--- src/rtl/fuzzy_pkg.sv ---
// Shared definitions for the fuzzy controller front end (conditioner and fuzzifier).
package fuzzy_pkg;

    localparam int unsigned ADC_W  = 12;
    localparam int unsigned ERR_W  = 13;
    localparam int unsigned DERR_W = 14;

    typedef enum logic [1:0] {
        ACC     = 2'd0,
        COMPUTE = 2'd1,
        PUBLISH = 2'd2
    } cond_state_t;

endpackage

--- src/rtl/sample_tick_gen.sv ---
// Sample-rate divider: registered one-cycle tick every SAMPLE_DIV clocks while enabled.
module sample_tick_gen #(
    parameter int unsigned SAMPLE_DIV = 1000
) (
    input  logic clk,
    input  logic rst_n,
    input  logic enable,
    output logic tick
);

    localparam int unsigned CNT_W = $clog2(SAMPLE_DIV);
    localparam int unsigned LAST  = SAMPLE_DIV - 1;

    logic [CNT_W-1:0] count_q, count_d;
    logic             tick_q, tick_d;

    // tick_q is high exactly while count_q sits at its terminal value
    always_comb begin
        count_d = '0;
        tick_d  = 1'b0;
        if (enable) begin
            if (count_q == CNT_W'(LAST)) begin
                count_d = '0;
            end else begin
                count_d = count_q + CNT_W'(1);
            end
            tick_d = (count_d == CNT_W'(LAST));
        end
    end

    always_ff @(posedge clk) begin
        if (!rst_n) begin
            count_q <= '0;
            tick_q  <= 1'b0;
        end else begin
            count_q <= count_d;
            tick_q  <= tick_d;
        end
    end

    assign tick = tick_q;

endmodule

--- src/rtl/fuzzy_input_conditioner.sv ---
// Windowed averaging of the v1/v2 ADC pair into signed err/derr crisp inputs for the fuzzifier.
module fuzzy_input_conditioner
    import fuzzy_pkg::*;
#(
    parameter int unsigned AVG_LOG2   = 3,
    parameter int unsigned SAMPLE_DIV = 1000
) (
    input  logic              clk,
    input  logic              rst_n,
    input  logic              enable,
    input  logic [ADC_W-1:0]  v1,
    input  logic [ADC_W-1:0]  v2,
    output logic [ERR_W-1:0]  err,
    output logic [DERR_W-1:0] derr,
    output logic              out_valid,
    output logic              first
);

    localparam int unsigned ACC_W    = ADC_W + AVG_LOG2;
    localparam int unsigned N_W      = AVG_LOG2 + 1;
    localparam int unsigned WIN_LAST = (1 << AVG_LOG2) - 1;

    logic tick;

    cond_state_t       state_q, state_d;
    logic [ACC_W-1:0]  acc1_q, acc1_d, acc2_q, acc2_d;
    logic [N_W-1:0]    n_q, n_d;
    logic [ERR_W-1:0]  err_q, err_d, err_prev_q, err_prev_d;
    logic [DERR_W-1:0] derr_q, derr_d;
    logic              first_q, first_d;
    logic              first_pending_q, first_pending_d;
    logic              out_valid_q, out_valid_d;

    sample_tick_gen #(
        .SAMPLE_DIV (SAMPLE_DIV)
    ) u_tick (
        .clk    (clk),
        .rst_n  (rst_n),
        .enable (enable),
        .tick   (tick)
    );

    // Disable has priority: abandon the partial window and restart the first-result flag
    always_comb begin
        state_d         = state_q;
        acc1_d          = acc1_q;
        acc2_d          = acc2_q;
        n_d             = n_q;
        err_d           = err_q;
        derr_d          = derr_q;
        err_prev_d      = err_prev_q;
        first_d         = first_q;
        first_pending_d = first_pending_q;
        out_valid_d     = 1'b0;

        if (!enable) begin
            state_d         = ACC;
            acc1_d          = '0;
            acc2_d          = '0;
            n_d             = '0;
            first_pending_d = 1'b1;
        end else begin
            case (state_q)
                ACC: begin
                    if (tick) begin
                        acc1_d = acc1_q + ACC_W'(v1);
                        acc2_d = acc2_q + ACC_W'(v2);
                        n_d    = n_q + N_W'(1);
                        if (n_q == N_W'(WIN_LAST)) begin
                            state_d = COMPUTE;
                        end
                    end
                end
                COMPUTE: begin
                    err_d   = ERR_W'(acc1_q >> AVG_LOG2) - ERR_W'(acc2_q >> AVG_LOG2);
                    acc1_d  = '0;
                    acc2_d  = '0;
                    n_d     = '0;
                    state_d = PUBLISH;
                end
                PUBLISH: begin
                    if (first_pending_q) begin
                        derr_d = '0;
                    end else begin
                        derr_d = {err_q[ERR_W-1], err_q} - {err_prev_q[ERR_W-1], err_prev_q};
                    end
                    err_prev_d      = err_q;
                    first_d         = first_pending_q;
                    first_pending_d = 1'b0;
                    out_valid_d     = 1'b1;
                    state_d         = ACC;
                end
                default: begin
                    state_d = ACC;
                end
            endcase
        end
    end

    always_ff @(posedge clk) begin
        if (!rst_n) begin
            state_q         <= ACC;
            acc1_q          <= '0;
            acc2_q          <= '0;
            n_q             <= '0;
            err_q           <= '0;
            derr_q          <= '0;
            err_prev_q      <= '0;
            first_q         <= 1'b0;
            first_pending_q <= 1'b1;
            out_valid_q     <= 1'b0;
        end else begin
            state_q         <= state_d;
            acc1_q          <= acc1_d;
            acc2_q          <= acc2_d;
            n_q             <= n_d;
            err_q           <= err_d;
            derr_q          <= derr_d;
            err_prev_q      <= err_prev_d;
            first_q         <= first_d;
            first_pending_q <= first_pending_d;
            out_valid_q     <= out_valid_d;
        end
    end

    assign err       = err_q;
    assign derr      = derr_q;
    assign out_valid = out_valid_q;
    assign first     = first_q;

endmodule
--- config.mk ---
export PLATFORM = sky130hd
export DESIGN_NAME = fuzzy_input_conditioner
export DESIGN_NICKNAME = d
export VERILOG_FILES = /design/src/rtl/fuzzy_pkg.sv /design/src/rtl/sample_tick_gen.sv /design/src/rtl/fuzzy_input_conditioner.sv
export SDC_FILE = /design/constraint.sdc
export NUM_CORES = 1
export LEC_CHECK = 0
export BUFFER_PORTS_ARGS = -buffer_cell sky130_fd_sc_hd__buf_2
export CAP_MARGIN = 20
export CORE_MARGIN = 2
export CORE_UTILIZATION = 54
export DETAILED_ROUTE_END_ITERATION = 8
export PLACE_DENSITY = 0.77
export RECOVER_POWER = 25
export SLEW_MARGIN = 5
export SYNTH_ARGS = -nofsm -noshare
export SYNTH_HDL_FRONTEND = slang
export SYNTH_SLANG_ARGS = --single-unit
export TNS_END_PERCENT = 50
--- constraint.sdc ---
create_clock -name clk -period 2.61 [get_ports clk]
set_input_delay 0.6525 -clock clk [delete_from_list [all_inputs] [get_ports clk]]
set_output_delay 0.6525 -clock clk [all_outputs]
set_load 0.1 [all_outputs]
* Word-level counts from Yosys, hierarchy flattened *
Index checks and enable logic that the tools add are counted.

word-level totals
  register bits after elaboration = 90
  latch bits = 0
  RAM bits = 0
  bits in read-only memories = 0
  input port bits = 27
  output and inout port bits = 29
  logic and storage cells = 45
  memories kept = 0

operators by class
  $add $sub $neg = 6
  $mul = 0
  div/mod/pow operators = 0
  $lt $le $gt $ge = 0
  eq/ne operators = 7
  shifts and indexed selects = 0
  mux-type cells = 13
  bitwise gates (word level) = 0
  reduce and logical (&&, ||, !) cells = 7

operators with widths
  kind                                                 number
  case mux 15 bit (2 select lines)                     2
  adder 15 x 12 -> 15 bit                              2
  2-to-1 mux 15 bit                                    2
  equality test 10 bit, second input constant          2
  2-to-1 mux 10 bit                                    2
  2-to-1 mux 14 bit                                    1
  subtractor 13 x 13 -> 14 bit                         1
  subtractor 12 x 12 -> 13 bit                         1
  adder 10 x 1 -> 10 bit, second input constant        1
  AND reduction 2 bit                                  5
  case mux 4 bit (2 select lines)                      1
  adder 4 x 1 -> 4 bit, second input constant          1
  equality test 4 x 3 -> 1 bit, second input constant  1
  2-to-1 mux 2 bit                                     2
  2-to-1 mux 4 bit                                     1
  case mux 2 bit (2 select lines)                      1
  equality test 2 x 1 -> 1 bit, second input constant  1
  equality test 2 bit, second input constant           1
  logical NOT 2 bit                                    1
  != test 2 x 1 -> 1 bit, second input constant        1
  != test 2 bit, second input constant                 1
  nonzero test 2 bit                                   1
  2-to-1 mux 1 bit                                     1

* Logic depth before layout (Yosys ltp) *
Gate-level depths: netlist (run 1).

  depth in word-level cells = 4
  depth in mapped cells = 9
  mapped depth without buffers = 9

* Hierarchy *
From an unflattened synthesis (run 1), not the netlist that was laid out.

second synthesis, totals
  cell total of the unflattened synthesis = 717
  area total of the unflattened synthesis = 5,815.6 µm²

modules (own cells, without submodules)
  module                   instances  cells an instance  area an instance (µm²)  seq. area each (µm²)
  fuzzy_input_conditioner  1          662                5,296.3                 1,581.5
  sample_tick_gen          1          55                 519.2                   220.2

* Least setup slack after synthesis (run 1) *
Ideal clock, no wire load.

  kind = register to register
  from = reg err_q[0] (netlist: err[0])
  to = reg derr_q[12] (netlist: derr[12])
  setup time = 63 ps
  arrival = 2,812 ps
  required time = 2,547 ps
  setup slack = -266 ps
  stages on the path, launching flop included = 10
  buffers on the path = 0
  period minus slack after synthesis = 2,876 ps
  cell sequence = dfxtp_1 inv_1 ha_1 fa_1 nor2b_1 o31a_1 nor2b_1 o41ai_1 mux2_2 nand2_1

between the ends
  word-level cells in the longest chain between the ends = 2

ends and longest elaborated chain
  element                       line                            source
  start, declared               fuzzy_input_conditioner.sv:28   logic [ERR_W-1:0] err_q, err_d, err_prev_q, err_prev_d;
  start signal, assigned        fuzzy_input_conditioner.sv:117  err_q <= err_d;
  subtractor 13 x 13 -> 14 bit  fuzzy_input_conditioner.sv:85   derr_d = {err_q[ERR_W-1], err_q} - {err_prev_q[ERR_W-1], err_prev_q};
  2-to-1 mux 14 bit             fuzzy_input_conditioner.sv:82   if (first_pending_q) begin
  end signal, assigned          fuzzy_input_conditioner.sv:118  derr_q <= derr_d;
  end, declared                 fuzzy_input_conditioner.sv:29   logic [DERR_W-1:0] derr_q, derr_d;

Every way passes these cells.
A chain may end at the register's enable or synchronous reset.

* Worst setup path after layout (run 1) *
  from = reg acc2_q[7]
  to = reg err_q[9] (netlist: err[9])

between the ends
  word-level cells in the longest chain between the ends = 1

ends and longest elaborated chain
  element                       line                            source
  start, declared               fuzzy_input_conditioner.sv:26   logic [ACC_W-1:0] acc1_q, acc1_d, acc2_q, acc2_d;
  start signal, assigned        fuzzy_input_conditioner.sv:104  acc2_q <= '0;
  start signal, assigned        fuzzy_input_conditioner.sv:115  acc2_q <= acc2_d;
  subtractor 12 x 12 -> 13 bit  fuzzy_input_conditioner.sv:75   err_d = ERR_W'(acc1_q >> AVG_LOG2) - ERR_W'(acc2_q >> AVG_LOG2);

Every way passes these cells.

==> results of run 1 <==
[placed cells by master, fill, tap and decap left out, drive strengths merged, types with 15 or more instances in the layout]
cell type	netlist	final
o21ai	39	39
a21o	16	16
nor2	62	62
inv	39	41
nand3	20	20
nand2	72	72
dfxtp	90	90
a21oi	72	72
buf	2	66
xor2	20	20
clkbuf	17	15
ha	52	52
[path summary, 6_finish.rpt]
path / slack (ns) / cells after the start / endpoint / startpoint
worst min register to register: 0.46 / 1 / state_q[0]$_SDFFE_PN0P_ / n_q[3]$_SDFFE_PN0P_
worst max-delay path: 0.17 / 8 / err[9]$_SDFFE_PN0P_ / acc2_q[7]$_SDFFE_PN0P_
worst min-delay path: 0.46 / 1 / state_q[0]$_SDFFE_PN0P_ / n_q[3]$_SDFFE_PN0P_
worst max register to register: 0.17 / 8 / err[9]$_SDFFE_PN0P_ / acc2_q[7]$_SDFFE_PN0P_
[power groups by stage]
stage	logic (mW)	clock network, mW	registers, mW
2_1_floorplan	0.0756	0	1.41
3_5_place_dp	0.120	0	1.41
3_3_place_gp	0.115	0	1.41
5_1_grt	0.134	1.07	1.38
4_1_cts	0.120	1.00	1.38
6_report	0.121	0.984	1.38
[worst reg2reg max path, stage by stage, from the launching register on]
cell     delay, ns
dfxtp_1       0.39
inv_1         0.06
ha_1          0.34
and2_4        0.17
a221o_1       0.30
a221o_1       0.41
a41oi_2       0.23
mux2_1        0.34
o22ai_1       0.13
[state kept, by name, indices dropped and copies added (netlist names)]
register and count:
first 1, u_tick.tick 1, acc2_q 15, derr 14, err 13, first_pending_q 1
u_tick.count_q 10, err_prev_q 13, state_q 2, acc1_q 15, out_valid 1, n_q 4
[per-layer routing]
metal  share of wire (%)  vias up
li1                    -     2556
met1                  46     2333
met2                  49      114
met3                 3.7       26
met4                 1.8        0
met5                   0        -
[cells by family (layout without fill, tap and decap cells)]
group	count (synthesis)	after routing	share of synthesized area [%]
AO/OA/AOI/OAI	209	209	24.4
XOR/XNOR	34	34	5.39
adder cells (fa/ha/maj)	56	56	13.2
buffers and inverters	58	126	3.96
flip-flops	90	90	32.6
multiplexers	6	6	1.18
other	0	1	0
AND/OR/NAND/NOR	224	224	19.2
[area by class of cell]
class	instances	area share (%)
Antenna cell	1	0.0403
Clock buffer	10	2.06
Clock inverter	6	1.19
Inverter	39	2.36
Multi-Input combinational cell	529	56.5
Sequential cell	90	29.1
Tap cell	133	2.68
Timing Repair Buffer	71	6.11
[through the flow]
stage / power [mW] / instances
after detailed placement: 1.53 / 862
after CTS: 2.50 / 878
after global placement: 1.52 / 862
final: 2.48 / 879
after floorplan: 1.48 / 677
after global routing: 2.58 / 878
==> out/metrics.yaml, run 1 <==
synth_warnings: 0
synthesis.nets: 760
switchingPower_mw: 0.605
end_kind: "flop"
synthArstFlopShare_pct: 0
drv_cap: 0
wl_per_cell_um: 14.5
top_usage_layer: "met2"
layout_setup_ws_ns: 0.171
nFillCells: 837
fp.dieH_um: 105
drtIter0Drc: 242
regArea_um2: 1800
synth.largest_area_cell: "dfxtp_1"
fin_util_pct: 62.9
crit_required_ns: 2.90
postSynthAreaPerCell_um2: 8.16
die_w_um: 105
grt_setup_unrepaired: "false"
hold_class: "flop to flop"
multi_input_area_um2: 3500
grt_use_met1_pct: 30.7
ios: 56
period_needed_ns: 2.44
outcome: "complete, no violations"
rows: 36
fin_nets: 823
yosys.cell_types.count: 64
dp_slack_ns: -0.112
postRouteAntennaNets: 0
path_buf_inv: 1
crit_slowest_cell: "a221o_1"
path_max_fanout: 5
crit_chain: "inv_1 -> ha_1 -> and2_4 -> a221o_1 -> a221o_1 -> a41oi_2 -> mux2_1 -> o22ai_1"
drive_above_1_share_pct: 12.5
timing.slew.headroom_pct: 25.3
switching_share_pct: 24.4
grt_pass1_vias: 4754
path_class: "flop to flop"
antenna_found_initial: 1
power_frac_clock_pct: 39.7
htreeDepth: 3
vdd_ir_drop_max_mv: 0.258
synth_edf_count: 0
ys_top_cells_by_count: "dfxtp_1, nand2_1, a21oi_1"
finalSetupViolCount: 0
drc: 0
initial_core_util_pct: 56.0
startpoint_type: "flop"
hold_buffers: 0
tritoncts: "done"
stdcell_area_um2: 6200
synth_area_um2: 5520
clk_latency_ns: 0.36
p_leak_nw: 2.59
power.density_nw_per_um2: 400
grt_pass1_wl_mm: 21.9
placed_cell_area_um2: 6020
p_int_mw: 1.87
fin_crit_sh_pct: 93.5
met3_usage_pct: 4.49
maxSlewViolCount: 0
dp_hpwl_mm: 9.73
synthCells: 677
vias: 5029
postCtsSetupBuffers: 0
hold_slack_ns: 0.457
grtUsageMet2_pct: 40.4
grt_max_degree: 32
die-area_um2: 11100
fin_skew_ns: 0.0125
p_seq_share_pct: 55.5
cts_resized: 0
synth_area_leaders: "dfxtp_1, ha_1, a21oi_1"
synth-seq-cells: 90
cts_buffers: 9
clk_pin_slew_ns: 0.09
grt_remaining_overflow: 0
setup_tns_ns: 0
synth_flop_cell: "dfxtp_1"
ys_seq_area_share_pct: 32.6
synth.top_cell.area_share_pct: 32.6
worstPathArrival_ns: 2.73
fmax_mhz: 410
synth_most_common_cell: "dfxtp_1"
tightest_slew_ns: 1.12
gp_congestion: 0.903
hold_viol: 0
first_pass_iters: 5
syn_to_final_growth_pct: 12.3
grt.total_usage_pct: 23.8
pwr-share-comb_pct: 4.9
clockRootBuffer: "clkbuf_8"
wl_mm: 12.8
placement.io_buffers: 55
drt-vias-per-instance: 5.72
crit_top_cell: "a221o_1"
cts_max_path_buffers: 2
core-area_um2: 9860
critical-path-top-delay-family: "compound AO/OA/AOI/OAI gates"
critPathMaxStageDelay_ns: 0.41
numClockSinks: 90
Note: power is estimated with default switching activity, not from simulation.
==> run 2: changes to the inputs <==
--- a/config.mk
+++ b/config.mk
@@ -11,7 +11,7 @@
 export CORE_UTILIZATION = 54
 export DETAILED_ROUTE_END_ITERATION = 8
 export PLACE_DENSITY = 0.77
-export RECOVER_POWER = 25
+export RECOVER_POWER = 50
 export SLEW_MARGIN = 5
 export SYNTH_ARGS = -nofsm -noshare
 export SYNTH_HDL_FRONTEND = slang
==> run 2 against run 1 <==
  * Global-route usage is the same
  * Clock-buffer cell count unchanged
  * Register-to-register slack barely moved
  * Sequential power about the same
  * Combinational power is essentially flat
  * Highest routed layer unchanged
==> out/metrics.yaml, run 2 (synthesized netlist as in run 1, its figures left out) <==
r2r_start: "acc2_q[7]$_SDFFE_PN0P_"
nFillCells: 840
numClockSinks: 90
syn_to_final_growth_pct: 11.9
final_cell_mix: "dfxtp_1, nand2_1, a21oi_1"
startpoint_type: "flop"
grt.total_usage_pct: 23.8
layout_setup_ws_ns: 0.176
crit_chain: "inv_1 -> ha_1 -> and2_4 -> a221o_1 -> a221o_1 -> a41oi_2 -> mux2_1 -> o22ai_1"
grt_pass1_wl_mm: 21.9
clockRootBuffer: "clkbuf_8"
fin_cells: 879
drt-vias-per-instance: 5.73
drtIter0Drc: 219
drc: 0
fmax_mhz: 411
fin_util_pct: 62.7
hold_viol: 0
critPathMaxStageDelay_ns: 0.41
p_leak_nw: 2.52
drv_cap: 0
hold_buffers: 0
clk_pin_slew_ns: 0.10
cts_resized: 0
crit_required_ns: 2.90
fp.dieH_um: 105
crit_slowest_cell: "a221o_1"
hold_class: "flop to flop"
dp_slack_ns: -0.112
path_max_fanout: 5
timing.slew.headroom_pct: 21.9
top_usage_layer: "met2"
fin_skew_ns: 0.0149
cts_buffers: 9
whs_path_depth: 2
grt_setup_unrepaired: "false"
htreeDepth: 3
drive_above_1_share_pct: 10.3
worstPathArrival_ns: 2.72
crit_top_cell: "a221o_1"
reg2reg_depth: 8
gp_congestion: 0.903
maxSlewViolCount: 0
reg2reg_setup_slack_ns: 0.18
postCtsSetupBuffers: 0
final_common_cell: "dfxtp_1"
setup_tns_ns: 0
outcome: "complete, no violations"
die-area_um2: 11100
tritoncts: "done"
tightest_slew_ns: 1.18
core-area_um2: 9860
first_pass_iters: 4
wl_per_cell_um: 14.5
vias: 5040
fin_total_pwr_mw: 2.48
grt_remaining_overflow: 0
crit_start: "acc2_q[7]$_SDFFE_PN0P_"
initial_core_util_pct: 56.0
period_needed_ns: 2.43
cts_max_path_buffers: 2
finalSetupViolCount: 0
fin_crit_sh_pct: 93.2
grtUsageMet2_pct: 40.4
antenna_found_initial: 1
ios: 56
placement.io_buffers: 55
power.density_nw_per_um2: 402
met3_usage_pct: 4.49
wl_mm: 12.8
postRouteAntennaNets: 0
end_kind: "flop"
vdd_ir_drop_max_mv: 0.258
cp-endpoint: "err[9]$_SDFFE_PN0P_"
clk_latency_ns: 0.36
path_class: "flop to flop"
grt_use_met1_pct: 30.7
r2r-end: "err[9]$_SDFFE_PN0P_"
post-place-cells: 862
grt_pass1_vias: 4754
die_w_um: 105
grt_max_degree: 32
dp_hpwl_mm: 9.73
fin_nets: 823
rows: 36
[run 2: per-stage QoR]
step                hold WS [ns]  area (µm²)
detailed placement         0.448        6020
global route               0.481        6180
CTS                        0.458        6220
global placement           0.433        6020
floorplan                  0.417        5530
finish                     0.460        6180
[run 2: how the worst min path moves through the flow]
stage	start	end	slack [ns]
global placement	n_q[3]$_SDFFE_PN0P_	state_q[0]$_SDFFE_PN0P_	0.43
detailed placement	err_prev_q[4]$_SDFFE_PN0P_	err_prev_q[4]$_SDFFE_PN0P_	0.45
floorplan	n_q[3]$_SDFFE_PN0P_	state_q[0]$_SDFFE_PN0P_	0.42
CTS	n_q[3]$_SDFFE_PN0P_	state_q[0]$_SDFFE_PN0P_	0.46
global route	err_prev_q[6]$_SDFFE_PN0P_	err_prev_q[6]$_SDFFE_PN0P_	0.48
finish	err_prev_q[2]$_SDFFE_PN0P_	err_prev_q[2]$_SDFFE_PN0P_	0.46
[run 2: routing by layer]
| metal | part of all wire (%) | up-vias |
|---|---|---|
| met5 | 0 | - |
| li1 | - | 2557 |
| met1 | 46 | 2338 |
| met2 | 49 | 123 |
| met3 | 3.8 | 22 |
| met4 | 1.7 | 0 |
[run 2: area by class of cell]
class                   instances  area, µm²  share of cell area [%]
clock inverters                 6       73.8                    1.19
inverters                      39        146                    2.37
repair buffers                 71        357                    5.77
well taps                     133        166                    2.69
flip-flops and latches         90       1800                    29.2
clock buffers                  10        128                    2.06
diodes                          1       2.50                  0.0405
multi-input cells             529       3500                    56.7
[run 2: where the power goes]
part	switching (mW)	leakage (nW)	internal, mW
combinational	0.0748	1.69	0.0460
clock	0.532	0.101	0.456
sequential	0.00202	0.726	1.37
[run 2: critical path, delay by kind of cell (launching register included)]
family,cells,cell delay (ns)
AO/OA/AOI/OAI,4,1.06
flip-flops,1,0.39
adder cells (fa/ha/maj),1,0.34
multiplexers,1,0.34
AND/OR/NAND/NOR,1,0.17
buffers and inverters,1,0.06
